[src/rtl/fpu_uart_cmd_rx_if.sv]
// Command-word handshake between the UART command receiver and the FPU FSM.
// The receiver drives the command; the consumer drives cmd_ready.
interface fpu_uart_cmd_rx_if;
  logic        cmd_valid;
  logic        cmd_ready;
  logic [7:0]  cmd_opcode;
  logic [15:0] cmd_op_a;
  logic [15:0] cmd_op_b;

  modport master (
    output cmd_valid,
    output cmd_opcode,
    output cmd_op_a,
    output cmd_op_b,
    input  cmd_ready
  );

  modport slave (
    input  cmd_valid,
    input  cmd_opcode,
    input  cmd_op_a,
    input  cmd_op_b,
    output cmd_ready
  );
endinterface

[src/rtl/fpu_uart_cmd_rx.sv]
// 8N1 UART receiver that assembles five-byte FPU command packets (opcode, A, B)
// and presents them on a valid/ready port, with framing/overrun pulses and an idle timeout.
module fpu_uart_cmd_rx #(
  parameter int TIMEOUT_BITS = 32,
  parameter int MIN_CPB      = 4
) (
  input  logic                      clk,
  input  logic                      rst_l,
  input  logic                      r_Rx_Serial,
  input  logic [15:0]               CLKS_PER_BIT,
  fpu_uart_cmd_rx_if.master         cmd,
  output logic                      frame_err,
  output logic                      overrun_err
);

  typedef enum logic [1:0] {
    IDLE,
    START,
    DATA,
    STOP
  } rxState_e;

  logic        rxMeta_q;
  logic        rxSync_q;

  rxState_e    state_q;
  logic [15:0] bitCnt_q;
  logic [2:0]  bitIdx_q;
  logic [7:0]  shift_q;
  logic [15:0] cpbShadow_q;
  logic        byteOk_q;
  logic        frameErr_q;

  logic [2:0]       byteIdx_q,  byteIdx_d;
  logic [3:0][7:0]  byteBuf_q,  byteBuf_d;
  logic [21:0]      idleCnt_q,  idleCnt_d;
  logic             cmdValid_q, cmdValid_d;
  logic [7:0]       opcode_q,   opcode_d;
  logic [15:0]      opA_q,      opA_d;
  logic [15:0]      opB_q,      opB_d;
  logic             overrunErr_q, overrunErr_d;

  logic [15:0] cpbEff;
  logic [15:0] halfLast;
  logic [15:0] fullLast;
  logic [37:0] timeoutProd;
  logic [21:0] timeoutLimit;
  logic        startDetect;
  logic        idleRun;
  logic        timeoutHit;
  logic        accept;

  // Two-flop synchroniser; the line idles high so reset to 1 avoids a false start.
  always_ff @(posedge clk or negedge rst_l) begin
    if (!rst_l) begin
      rxMeta_q <= 1'b1;
      rxSync_q <= 1'b1;
    end else begin
      rxMeta_q <= r_Rx_Serial;
      rxSync_q <= rxMeta_q;
    end
  end

  assign cpbEff   = (cpbShadow_q < 16'(MIN_CPB)) ? 16'(MIN_CPB) : cpbShadow_q;
  assign halfLast = (cpbEff >> 1) - 16'd1;
  assign fullLast = cpbEff - 16'd1;

  assign startDetect = (state_q == IDLE) && !rxSync_q;

  // Bit-level FSM. Leaving STOP at mid-bit lets the next start edge be caught promptly.
  always_ff @(posedge clk or negedge rst_l) begin
    if (!rst_l) begin
      state_q     <= IDLE;
      bitCnt_q    <= '0;
      bitIdx_q    <= '0;
      shift_q     <= '0;
      cpbShadow_q <= '0;
      byteOk_q    <= 1'b0;
      frameErr_q  <= 1'b0;
    end else begin
      byteOk_q   <= 1'b0;
      frameErr_q <= 1'b0;
      case (state_q)
        IDLE: begin
          if (!rxSync_q) begin
            state_q     <= START;
            bitCnt_q    <= '0;
            cpbShadow_q <= CLKS_PER_BIT;
          end
        end
        START: begin
          if (bitCnt_q == halfLast) begin
            bitCnt_q <= '0;
            bitIdx_q <= '0;
            state_q  <= rxSync_q ? IDLE : DATA;
          end else begin
            bitCnt_q <= bitCnt_q + 16'd1;
          end
        end
        DATA: begin
          if (bitCnt_q == fullLast) begin
            bitCnt_q <= '0;
            shift_q  <= {rxSync_q, shift_q[7:1]};
            bitIdx_q <= bitIdx_q + 3'd1;
            if (bitIdx_q == 3'd7) begin
              state_q <= STOP;
            end
          end else begin
            bitCnt_q <= bitCnt_q + 16'd1;
          end
        end
        STOP: begin
          if (bitCnt_q == fullLast) begin
            bitCnt_q <= '0;
            state_q  <= IDLE;
            if (rxSync_q) begin
              byteOk_q <= 1'b1;
            end else begin
              frameErr_q <= 1'b1;
            end
          end else begin
            bitCnt_q <= bitCnt_q + 16'd1;
          end
        end
        default: begin
          state_q <= IDLE;
        end
      endcase
    end
  end

  // The product can exceed the 22-bit idle counter for large parameters, so it saturates.
  assign timeoutProd  = 38'(TIMEOUT_BITS) * {22'd0, cpbEff};
  assign timeoutLimit = (|timeoutProd[37:22]) ? '1 : timeoutProd[21:0];
  assign idleRun      = (byteIdx_q != 3'd0) && (state_q == IDLE);
  assign timeoutHit   = idleRun && (idleCnt_q >= timeoutLimit);
  assign accept       = cmdValid_q && cmd.cmd_ready;

  // Packet assembly and output handshake; an accept in the completion cycle frees the slot.
  always_comb begin
    byteIdx_d    = byteIdx_q;
    byteBuf_d    = byteBuf_q;
    idleCnt_d    = idleCnt_q;
    cmdValid_d   = cmdValid_q;
    opcode_d     = opcode_q;
    opA_d        = opA_q;
    opB_d        = opB_q;
    overrunErr_d = 1'b0;

    if (accept) begin
      cmdValid_d = 1'b0;
    end

    if (startDetect) begin
      idleCnt_d = '0;
    end else if (idleRun && (idleCnt_q != '1)) begin
      idleCnt_d = idleCnt_q + 22'd1;
    end

    if (frameErr_q) begin
      byteIdx_d = '0;
    end else if (byteOk_q) begin
      if (byteIdx_q == 3'd4) begin
        byteIdx_d = '0;
        if (!cmdValid_q || accept) begin
          cmdValid_d = 1'b1;
          opcode_d   = byteBuf_q[0];
          opA_d      = {byteBuf_q[1], byteBuf_q[2]};
          opB_d      = {byteBuf_q[3], shift_q};
        end else begin
          overrunErr_d = 1'b1;
        end
      end else begin
        byteBuf_d[byteIdx_q[1:0]] = shift_q;
        byteIdx_d                 = byteIdx_q + 3'd1;
      end
    end else if (timeoutHit) begin
      byteIdx_d = '0;
    end
  end

  always_ff @(posedge clk or negedge rst_l) begin
    if (!rst_l) begin
      byteIdx_q    <= '0;
      byteBuf_q    <= '0;
      idleCnt_q    <= '0;
      cmdValid_q   <= 1'b0;
      opcode_q     <= '0;
      opA_q        <= '0;
      opB_q        <= '0;
      overrunErr_q <= 1'b0;
    end else begin
      byteIdx_q    <= byteIdx_d;
      byteBuf_q    <= byteBuf_d;
      idleCnt_q    <= idleCnt_d;
      cmdValid_q   <= cmdValid_d;
      opcode_q     <= opcode_d;
      opA_q        <= opA_d;
      opB_q        <= opB_d;
      overrunErr_q <= overrunErr_d;
    end
  end

  assign cmd.cmd_valid  = cmdValid_q;
  assign cmd.cmd_opcode = opcode_q;
  assign cmd.cmd_op_a   = opA_q;
  assign cmd.cmd_op_b   = opB_q;
  assign frame_err      = frameErr_q;
  assign overrun_err    = overrunErr_q;

endmodule

[src/flat_wrapper.sv]
// flat-port wrapper written by rule: the top's interface ports become plain ports
module fpu_uart_cmd_rx_flat 
#(
  parameter int TIMEOUT_BITS = 32,
  parameter int MIN_CPB      = 4
)
  (clk, rst_l, r_Rx_Serial, CLKS_PER_BIT, frame_err, overrun_err, cmd_cmd_valid, cmd_cmd_opcode, cmd_cmd_op_a, cmd_cmd_op_b, cmd_cmd_ready);
  fpu_uart_cmd_rx_if cmd_i ();
  input  logic clk;
  input  logic rst_l;
  input  logic r_Rx_Serial;
  input  logic [15:0] CLKS_PER_BIT;
  output logic frame_err;
  output logic overrun_err;
  output wire logic [$bits(cmd_i.cmd_valid)-1:0] cmd_cmd_valid;
  output wire logic [$bits(cmd_i.cmd_opcode)-1:0] cmd_cmd_opcode;
  output wire logic [$bits(cmd_i.cmd_op_a)-1:0] cmd_cmd_op_a;
  output wire logic [$bits(cmd_i.cmd_op_b)-1:0] cmd_cmd_op_b;
  input wire logic [$bits(cmd_i.cmd_ready)-1:0] cmd_cmd_ready;
  assign cmd_cmd_valid = cmd_i.cmd_valid;
  assign cmd_cmd_opcode = cmd_i.cmd_opcode;
  assign cmd_cmd_op_a = cmd_i.cmd_op_a;
  assign cmd_cmd_op_b = cmd_i.cmd_op_b;
  assign cmd_i.cmd_ready = cmd_cmd_ready;
  fpu_uart_cmd_rx #(.TIMEOUT_BITS(TIMEOUT_BITS), .MIN_CPB(MIN_CPB)) u_core (.clk(clk), .rst_l(rst_l), .r_Rx_Serial(r_Rx_Serial), .CLKS_PER_BIT(CLKS_PER_BIT), .cmd(cmd_i), .frame_err(frame_err), .overrun_err(overrun_err));
endmodule
[config.mk]
export PLATFORM = sky130hd
export DESIGN_NAME = fpu_uart_cmd_rx_flat
export DESIGN_NICKNAME = d
export VERILOG_FILES = /design/src/rtl/fpu_uart_cmd_rx_if.sv /design/src/rtl/fpu_uart_cmd_rx.sv /design/src/flat_wrapper.sv
export SDC_FILE = /design/constraint.sdc
export NUM_CORES = 1
export LEC_CHECK = 0
export ABC_AREA = 0
export BUFFER_PORTS_ARGS = -buffer_cell sky130_fd_sc_hd__buf_2
export CAP_MARGIN = 20
export CORE_MARGIN = 5
export CORE_UTILIZATION = 55
export CTS_BUF_LIST = sky130_fd_sc_hd__clkbuf_8
export DETAILED_ROUTE_END_ITERATION = 10
export GPL_TIMING_DRIVEN = 0
export PLACE_DENSITY_LB_ADDON = 0.05
export SLEW_MARGIN = 20
export SYNTH_ARGS = -nofsm -noshare
export SYNTH_HDL_FRONTEND = slang
export SYNTH_SLANG_ARGS = --single-unit
export TNS_END_PERCENT = 50
[constraint.sdc]
create_clock -name clk -period 5.1 [get_ports clk]
set_input_delay 1.02 -clock clk [delete_from_list [all_inputs] [get_ports clk]]
set_output_delay 1.02 -clock clk [all_outputs]
set_load 0.05 [all_outputs]
==> Word-level counts from Yosys, hierarchy flattened <==
Cells that the tools add are included.
{ "op_classes": {"n_addsub": 6, "n_lt_le_gt_ge": 4, "n_eq_ne": 13, "mux": 39, "bitwise_logic": 3, "reduce_logical": 21} }
{ "op_table": {"columns": ["op", "count"], "rows": [
  ["two-way mux 16 bit", 4],
  ["case mux 16 bit (3 select lines)", 1],
  ["two-way mux 22 bit", 2],
  ["bitwise mux 32 bit", 1],
  ["== test 16 bit", 2],
  ["adder 22 x 1 -> 22 bit (second input constant)", 1],
  ["greater-or-equal comparator 22 x 21 -> 1 bit", 1],
  ["!= test 22 bit (second input constant)", 1],
  ["two-way mux 3 bit", 6],
  ["adder 16 x 1 -> 16 bit (second input constant)", 1],
  ["demux 8 bit (select 2 bit)", 1],
  ["< comparator 16 x 3 -> 1 bit (second input constant)", 1],
  ["subtractor 15 x 1 -> 16 bit (second input constant)", 1],
  ["subtractor 16 x 1 -> 16 bit (second input constant)", 1],
  ["two-way mux 1 bit", 15],
  ["two-way mux 2 bit", 6],
  ["two-way mux 8 bit", 1],
  ["!= test 2 x 1 -> 1 bit (second input constant)", 4],
  ["case mux 2 bit (4 select lines)", 1],
  ["adder 3 x 1 -> 3 bit (second input constant)", 2],
  ["== test 3 bit (second input constant)", 2],
  ["logical AND 1 bit", 6],
  ["case mux 3 bit (2 select lines)", 1],
  ["AND reduction 3 bit", 2],
  ["other kinds (15)", 22]
]} }
{ "totals": {"register_bits": 148, "inputBits": 20, "out_inout_bits": 43, "elab_cells": 106} }

==> Logic depth before layout (Yosys ltp) <==
Gate-level depths: netlist of the first run.
{ "depth": {"depth_word": 7, "ltp_mapped": 14, "ltp_nobuf": 12} }

==> Worst setup path before layout of the first run <==
Ideal clock, no wire load.
{ "synth_timing": {"kind": "reg-to-reg", "from": "register u_core.cpbShadow_q[5]", "to": "register u_core.shift_q[0]", "setup_ns": 0.128, "t_arrival_ns": 3.609, "required_time_ns": 4.972, "setup_slack_ns": 1.363, "stages_incl_launch_ff": 15, "path_buffers": 2, "period_less_slack_ns": 3.737, "cell_sequence": "dfrtp_1 > buf_6 > nor4_4 > nand4_2 > nand2_1 > ha_1 > clkbuf_1 > or3b_2 > nor4_1 > o21ba_1 > o2111ai_1 > a2111oi_0 > and4bb_1 > nand2_1 > mux2_1"} }
{ "synth_between": {"elab_chain_len": 5} }
{ "synth_rtl": {"columns": ["item", "line_no", "text"], "rows": [
  ["start, declared", "fpu_uart_cmd_rx.sv:30", "logic [15:0] cpbShadow_q;"],
  ["start signal, assigned", "fpu_uart_cmd_rx.sv:77", "cpbShadow_q <= '0;"],
  ["start signal, assigned", "fpu_uart_cmd_rx.sv:88", "cpbShadow_q <= CLKS_PER_BIT;"],
  ["< comparator 16 x 3 -> 1 bit", "fpu_uart_cmd_rx.sv:64", "assign cpbEff = (cpbShadow_q < 16'(MIN_CPB)) ? 16'(MIN_CPB) : cpbShadow_q;"],
  ["two-way mux 16 bit (*)", "fpu_uart_cmd_rx.sv:64", null],
  ["subtractor 16 x 1 -> 16 bit (*)", "fpu_uart_cmd_rx.sv:66", "assign fullLast = cpbEff - 16'd1;"],
  ["== test 16 bit (*)", "fpu_uart_cmd_rx.sv:101", "if (bitCnt_q == fullLast) begin"],
  ["AND reduction 2 bit (no line) (*)", null, null],
  ["end signal, assigned", "fpu_uart_cmd_rx.sv:103", "shift_q <= {rxSync_q, shift_q[7:1]};"],
  ["end, declared", "fpu_uart_cmd_rx.sv:29", "logic [7:0] shift_q;"]
]} }
Every way passes the cells marked *; elsewhere a longest branch is shown, timed or not.
A chain may end at the register's enable or synchronous reset.

==> Worst setup path after layout of the first run <==
{ "layout_timing": {"from": "register u_core.cpbShadow_q[12]", "to": "register u_core.shift_q[2]"} }
The elaborated chain is that of the path after synthesis.

==> results of run 1 <==
[through the flow]
| stage | instance area, um^2 | hold slack (ps) | std cells |
|---|---|---|---|
| final | 9160 | 360 | 1056 |
| after global routing | 9160 | 365 | 1056 |
| after CTS | 9150 | 363 | 1055 |
| after detailed placement | 8770 | 347 | 1023 |
| after global placement | 8730 | 348 | 1022 |
| after floorplan | 8190 | 345 | 776 |
[cells by family (layout without fill, tap and decap cells)]
kind of cell               after synthesis  count (layout)
adders and majority gates               32              32
DFF                                    148             148
buffers and inverters                   75             171
AOI/OAI and AO/OA                      125             125
muxes                                   88              88
and+or+nand+nor                        258             258
xor gates and xnor gates                50              50
[cell usage in the layout, fill, tap and decap left out, types with 6 or more instances in the layout]
cell type  synthesis  final
nand4_1           16     16
o21ai_0           33     33
inv_1             33     33
a21oi_1           14     14
mux2_2            74     74
o2111ai_1          6      6
nand2_1           78     78
or3_1              6      6
xor2_1            24     24
nor3_1            14     14
o211ai_1          10     10
nand3_1           14     14
mux2_1             9      9
ha_1              32     32
a21o_1             6      6
a31oi_1            7      7
buf_2              8     69
dfrtp_1          146    146
clkbuf_8           0     17
xnor2_1           26     26
and3_1            12     12
clkbuf_1          29     29
nor2b_1           14     14
nor2_1            52     52
[metal layers]
metal	vias to the layer above	GRT usage, %	part of all wire (%)
met3	32	4.54	4.0
li1	2974	-	-
met5	-	0	0
met1	3053	30.8	46
met4	0	7.09	2.2
met2	140	36.7	48
[what timing repair did]
action | CTS | global route
resized for setup | 0 | 1
setup buffers | 0 | 1
endpoints found under the setup margin | 0 | 9
[cell type report]
type	instances	share of cell area [%]
buffer	41	2.03
clock buffer	17	2.55
clock inverter	15	1.60
inverter	34	1.39
multi-input combinational	553	45.6
sequential	148	40.4
tap	184	2.51
timing repair buffer	64	3.88
[power by group]
| group | switching (mW) | internal, mW | leakage [nW] |
|---|---|---|---|
| registers | 0.0836 | 1.25 | 2.03 |
| clock network | 0.476 | 0.399 | 0.193 |
| logic | 0.938 | 0.526 | 2.21 |
[sequential cells by signal, indices dropped and copies added (netlist names), 3 cells and up, named ones only]
register / count
u_core.cmd.cmd_opcode: 8
u_core.idleCnt_q: 22
u_core.byteBuf_q: 32
u_core.bitIdx_q: 3
u_core.shift_q: 8
u_core.byteIdx_q: 3
u_core.cmd.cmd_op_b: 16
u_core.bitCnt_q: 16
u_core.cmd.cmd_op_a: 16
u_core.cpbShadow_q: 16
[worst min-delay path by stage]
stage	slack, ps	depth (start not counted)	start	end
CTS	360	0	u_core.rxMeta_q$_DFF_PN1_	u_core.rxSync_q$_DFF_PN1_
finish	360	0	u_core.rxMeta_q$_DFF_PN1_	u_core.rxSync_q$_DFF_PN1_
floorplan	350	0	u_core.rxMeta_q$_DFF_PN1_	u_core.rxSync_q$_DFF_PN1_
global route	370	0	u_core.rxMeta_q$_DFF_PN1_	u_core.rxSync_q$_DFF_PN1_
detailed placement	350	0	u_core.rxMeta_q$_DFF_PN1_	u_core.rxSync_q$_DFF_PN1_
global placement	350	0	u_core.rxMeta_q$_DFF_PN1_	u_core.rxSync_q$_DFF_PN1_
[worst max-delay path: stages (launching register included)]
cell	delay, ps
dfrtp_1	360
buf_2	200
nor4_4	440
nand4_2	320
nand2_1	240
ha_1	180
clkbuf_1	360
or3b_2	490
nor4_1	360
o21ba_1	200
o2111ai_1	120
a2111oi_0	520
and4bb_1	330
nand2_1	240
mux2_1	390
==> out/summary.txt, run 1 <==
outcome = completed
drt via density = 5.87
DIE AREA = 17400 um^2
Remaining Overflow, GRT = 0
post-synthesis sequential area ratio = 45.3%
Cells after Synth = 776
Reg2Reg Depth = 14
Reg-to-Reg End = u_core.shift_q[2]$_DFFE_PN0P_
core footprint = 14600 um^2
Worst slew margin = 46.1%
Max Cap Viol = 0
setup ws final = 234 ps
syn nets = 828
synth unique cells = 81
Synth Area in Simple Gates = 17.5%
fill count = 1175
Synth Area in Adders = 4.89%
final slew viol count = 0
area of the multi-input gates = 4180 um^2
RD Place Congestion = 0.933
mux contribution to synthesized area = 12.0%
Worst VDD drop = 0.289 mV
Tot Pwr = 3.67 mW
WL/cell = 18.0 um
top-area cell type share of the netlist area = 44.6%
DP Worst Slack = 181 ps
final period utilization = 95.4%
Num CTS Buffers = 17
CP required = 5430 ps
Post-synth EDFFs = 0
largest family of logic cells by synthesized area = simple AND/OR/NAND/NOR gates
Final Hold Vio Count = 0
WP data arrival = 5200 ps
vias in the first global route = 6201
Synth-to-Final Area Change = 11.9%
Post-CTS Hold Fix Bufs = 0
CTS sink count = 148
final core occ = 62.8%
io pins = 63
maximum buffer depth of the clock tree = 2
clock transition at the registers of the reported paths = 80 ps
Reg area = 3710 um^2
ys flop type = dfrtp_1
Synth Area in Compound Gates = 11.2%
Post-Route WL = 19100 um
cell area after synthesis = 8190 um^2
clock root buffer = clkbuf_8
IO Port Bufs = 62
Diodes inserted = 0
Leakage = 4.43 nW
count of synthesis-stage warnings from yosys = 0
Reg2Reg Setup Slack = 230 ps
critical path launch point type = flip-flop
post-synth top area cell = dfrtp_1
endpoints failing setup = 0
largest cells by area after synthesis = dfrtp_1 (45%), mux2_2 (10%), ha_1 (4.9%)
most instantiated cells after synthesis = dfrtp_1 (146), nand2_1 (78), mux2_2 (74)
flops & latches, synth = 148
via count = 6199
RSZ-0062 raised after global routing = no
first-pass GRT wire length = 32100 um
R2R Path Start = u_core.cpbShadow_q[12]$_DFFE_PN0P_
H-tree depth = 4
setup TNS = 0 ps
Clock Latency Late Sink = 460 ps
Die Height = 132 um
crit path time final = 4870 ps
f_max = 206 MHz
DRC Markers = 0
CP Capture Point = u_core.shift_q[2]$_DFFE_PN0P_
CTS tree = built
worst setup path start = u_core.cpbShadow_q[12]$_DFFE_PN0P_
nets@finish = 911
final antenna-violating net count = 0
count leader, synth = dfrtp_1
Syn Area/Cell = 10.6 um^2
DPL Wire Length = 14300 um
Global Route Usage Sum = 22.6%
drt first pass iters = 5
CP Class = flip-flop to flip-flop
Die W = 132 um
Fin Clk Skew = 14.4 ps
Min-Delay Path Class = flip-flop to flip-flop
Post-Synth XOR/XNOR Area = 5.35%
critical-path maximum fanout = 10
asr flop ratio synth = 100%
Starting Density = 56.1%
Slew @ Worst Pin = 799 ps
Cell Rows = 44
antenna violations before repair = 0
share of cells above drive strength 1 = 24.3%
critical path endpoint category = flip-flop
Iteration-0 DRC Markers = 369
total power density per cell area = 401 nW/um^2
largest net degree at the start of global routing = 101
(Power assumes the default switching activity.)
==> run 2: changes to the inputs <==
- CORE_UTILIZATION: 55 -> 50
==> out/summary.txt, run 2 (synthesized netlist as in run 1, its figures left out) <==
Reg with most FFs = u_core.byteBuf_q (unchanged)
Fin Clk Skew = 14.1 ps (was 14.4 ps)
largest net degree at the start of global routing = 95 (was 101)
leading cell type in the layout, fill and taps excluded = dfrtp_1 (unchanged)
Slew @ Worst Pin = 861 ps (was 799 ps)
Leakage = 4.45 nW (was 4.43 nW)
nets@finish = 912 (was 911)
core footprint = 16000 um^2 (was 14600 um^2)
Hold WS = 356 ps (was 360 ps)
CTS tree = built (unchanged)
RD Place Congestion = 0.924 (was 0.933)
max reg flops = 32 (unchanged)
critical path launch point type = flip-flop (unchanged)
crit path time final = 4740 ps (was 4870 ps)
worst setup path start = u_core.cpbShadow_q[14]$_DFFE_PN0P_ (was u_core.cpbShadow_q[12]$_DFFE_PN0P_)
Clock Latency Late Sink = 460 ps (about the same)
H-tree depth = 4 (unchanged)
Die Height = 138 um (was 132 um)
via count = 6254 (was 6199)
CP required = 5450 ps (was 5430 ps)
Worst VDD drop = 0.252 mV (was 0.289 mV)
CP Class = flip-flop to flip-flop (unchanged)
outcome = completed (unchanged)
maximum buffer depth of the clock tree = 2 (unchanged)
DPL Wire Length = 14600 um (was 14300 um)
clock transition at the registers of the reported paths = 90 ps (was 80 ps)
antenna violations before repair = 0 (unchanged)
Remaining Overflow, GRT = 0 (unchanged)
Die W = 138 um (was 132 um)
WP data arrival = 5080 ps (was 5200 ps)
final period utilization = 92.9% (was 95.4%)
setup ws final = 363 ps (was 234 ps)
DRC Markers = 0 (unchanged)
first-pass GRT wire length = 32100 um (about the same)
Final Hold Vio Count = 0 (unchanged)
drt first pass iters = 7 (was 5)
Min-Delay Path Class = flip-flop to flip-flop (unchanged)
Num CTS Buffers = 17 (unchanged)
final core occ = 57.7% (was 62.8%)
CTS sink count = 148 (unchanged)
Reg2Reg Depth = 13 (was 14)
clock root buffer = clkbuf_8 (unchanged)
Cell Rows = 46 (was 44)
critical-path maximum fanout = 10 (unchanged)
DIE AREA = 19000 um^2 (was 17400 um^2)
DP Worst Slack = 45.7 ps (was 181 ps)
endpoints failing setup = 0 (unchanged)
WL/cell = 18.2 um (was 18.0 um)
f_max = 211 MHz (was 206 MHz)
RSZ-0062 raised after global routing = no (unchanged)
final antenna-violating net count = 0 (unchanged)
io pins = 63 (unchanged)
Post-CTS Hold Fix Bufs = 0 (unchanged)
Synth-to-Final Area Change = 12.7% (was 11.9%)
Post-Route WL = 19800 um (was 19100 um)
IO Port Bufs = 62 (unchanged)
final slew viol count = 0 (unchanged)
Max Cap Viol = 0 (unchanged)
Cells after DPL = 1055 (was 1023)
Reg2Reg Setup Slack = 360 ps (was 230 ps)
drt via density = 5.74 (was 5.87)
Iteration-0 DRC Markers = 371 (was 369)
share of cells above drive strength 1 = 24.5% (was 24.3%)
Starting Density = 51.2% (was 56.1%)
CP Capture Point = u_core.shift_q[4]$_DFFE_PN0P_ (was u_core.shift_q[2]$_DFFE_PN0P_)
R2R Path Start = u_core.cpbShadow_q[14]$_DFFE_PN0P_ (was u_core.cpbShadow_q[12]$_DFFE_PN0P_)
most frequent cells in the layout = dfrtp_1 (146), nand2_1 (78), mux2_2 (74), buf_2 (69), nor2_1 (52) (unchanged)
critical path endpoint category = flip-flop (unchanged)
Worst slew margin = 41.9% (was 46.1%)
total power density per cell area = 405 nW/um^2 (was 401 nW/um^2)
vias in the first global route = 6106 (was 6201)
biggest regs = u_core.byteBuf_q x32, u_core.idleCnt_q x22 (unchanged)
Global Route Usage Sum = 21.9% (was 22.6%)
Diodes inserted = 0 (unchanged)
Reg-to-Reg End = u_core.shift_q[4]$_DFFE_PN0P_ (was u_core.shift_q[2]$_DFFE_PN0P_)
Finished Layout Cells = 1089 (was 1056)
setup TNS = 0 ps (unchanged)
## run 2: cell type report
type,count,area (um^2)
Fill cell,1437,6770
Tap cell,216,270
Buffer,41,188
Inverter,34,128
Multi-Input combinational cell,553,4180
Sequential cell,148,3710
Timing Repair Buffer,65,363
Clock inverter,13,138
Clock buffer,19,262
## run 2: what timing repair did
| action | CTS | global route |
|---|---|---|
| setup endpoints to repair | 0 | 11 |
| gates resized for setup | 0 | 4 |
| setup buffers | 0 | 2 |
| endpoints found under the hold margin | 0 | 0 |
## run 2: per-layer routing
metal  GRT usage [%]  part of all wire (%)
met1            29.2                    46
met2            35.7                    48
met5               0                     0
met3            4.28                   4.6
met4            7.79                   2.1
## run 2: worst max-delay path, stage by stage, from the launching register on
cell and delay, ps:
dfrtp_1 510, nor4_4 500, nand4_2 320, nand2_1 250
ha_1 180, clkbuf_2 220, or3b_2 470, nor4_1 400
o21ba_1 210, o2111ai_1 130, a2111oi_1 490, and4bb_1 330
nand2_1 240, mux2_1 380
## run 2: where the power goes
part / internal [mW] / switching, mW / total [mW] / leakage [nW]
logic: 0.530 / 0.952 / 1.48 / 2.22
registers: 1.25 / 0.0859 / 1.34 / 2.03
clock network: 0.429 / 0.493 / 0.922 / 0.204
total: 2.21 / 1.53 / 3.74 / 4.45
## run 2: how the worst min path moves through the flow
| stage | slack, ps | depth (start not counted) | from | to |
|---|---|---|---|---|
| finish | 360 | 0 | u_core.rxMeta_q$_DFF_PN1_ | u_core.rxSync_q$_DFF_PN1_ |
| global route | 360 | 0 | u_core.rxMeta_q$_DFF_PN1_ | u_core.rxSync_q$_DFF_PN1_ |
| CTS | 360 | 0 | u_core.rxMeta_q$_DFF_PN1_ | u_core.rxSync_q$_DFF_PN1_ |
| detailed placement | 350 | 0 | u_core.rxMeta_q$_DFF_PN1_ | u_core.rxSync_q$_DFF_PN1_ |
| global placement | 350 | 0 | u_core.rxMeta_q$_DFF_PN1_ | u_core.rxSync_q$_DFF_PN1_ |
| floorplan | 350 | 0 | u_core.rxMeta_q$_DFF_PN1_ | u_core.rxSync_q$_DFF_PN1_ |
## run 2: per-stage QoR
step	instance area [um^2]	power [mW]
finish	9230	3.74
global route	9230	3.96
CTS	9210	3.73
detailed placement	8810	2.80
global placement	8770	2.78
floorplan	8190	2.40
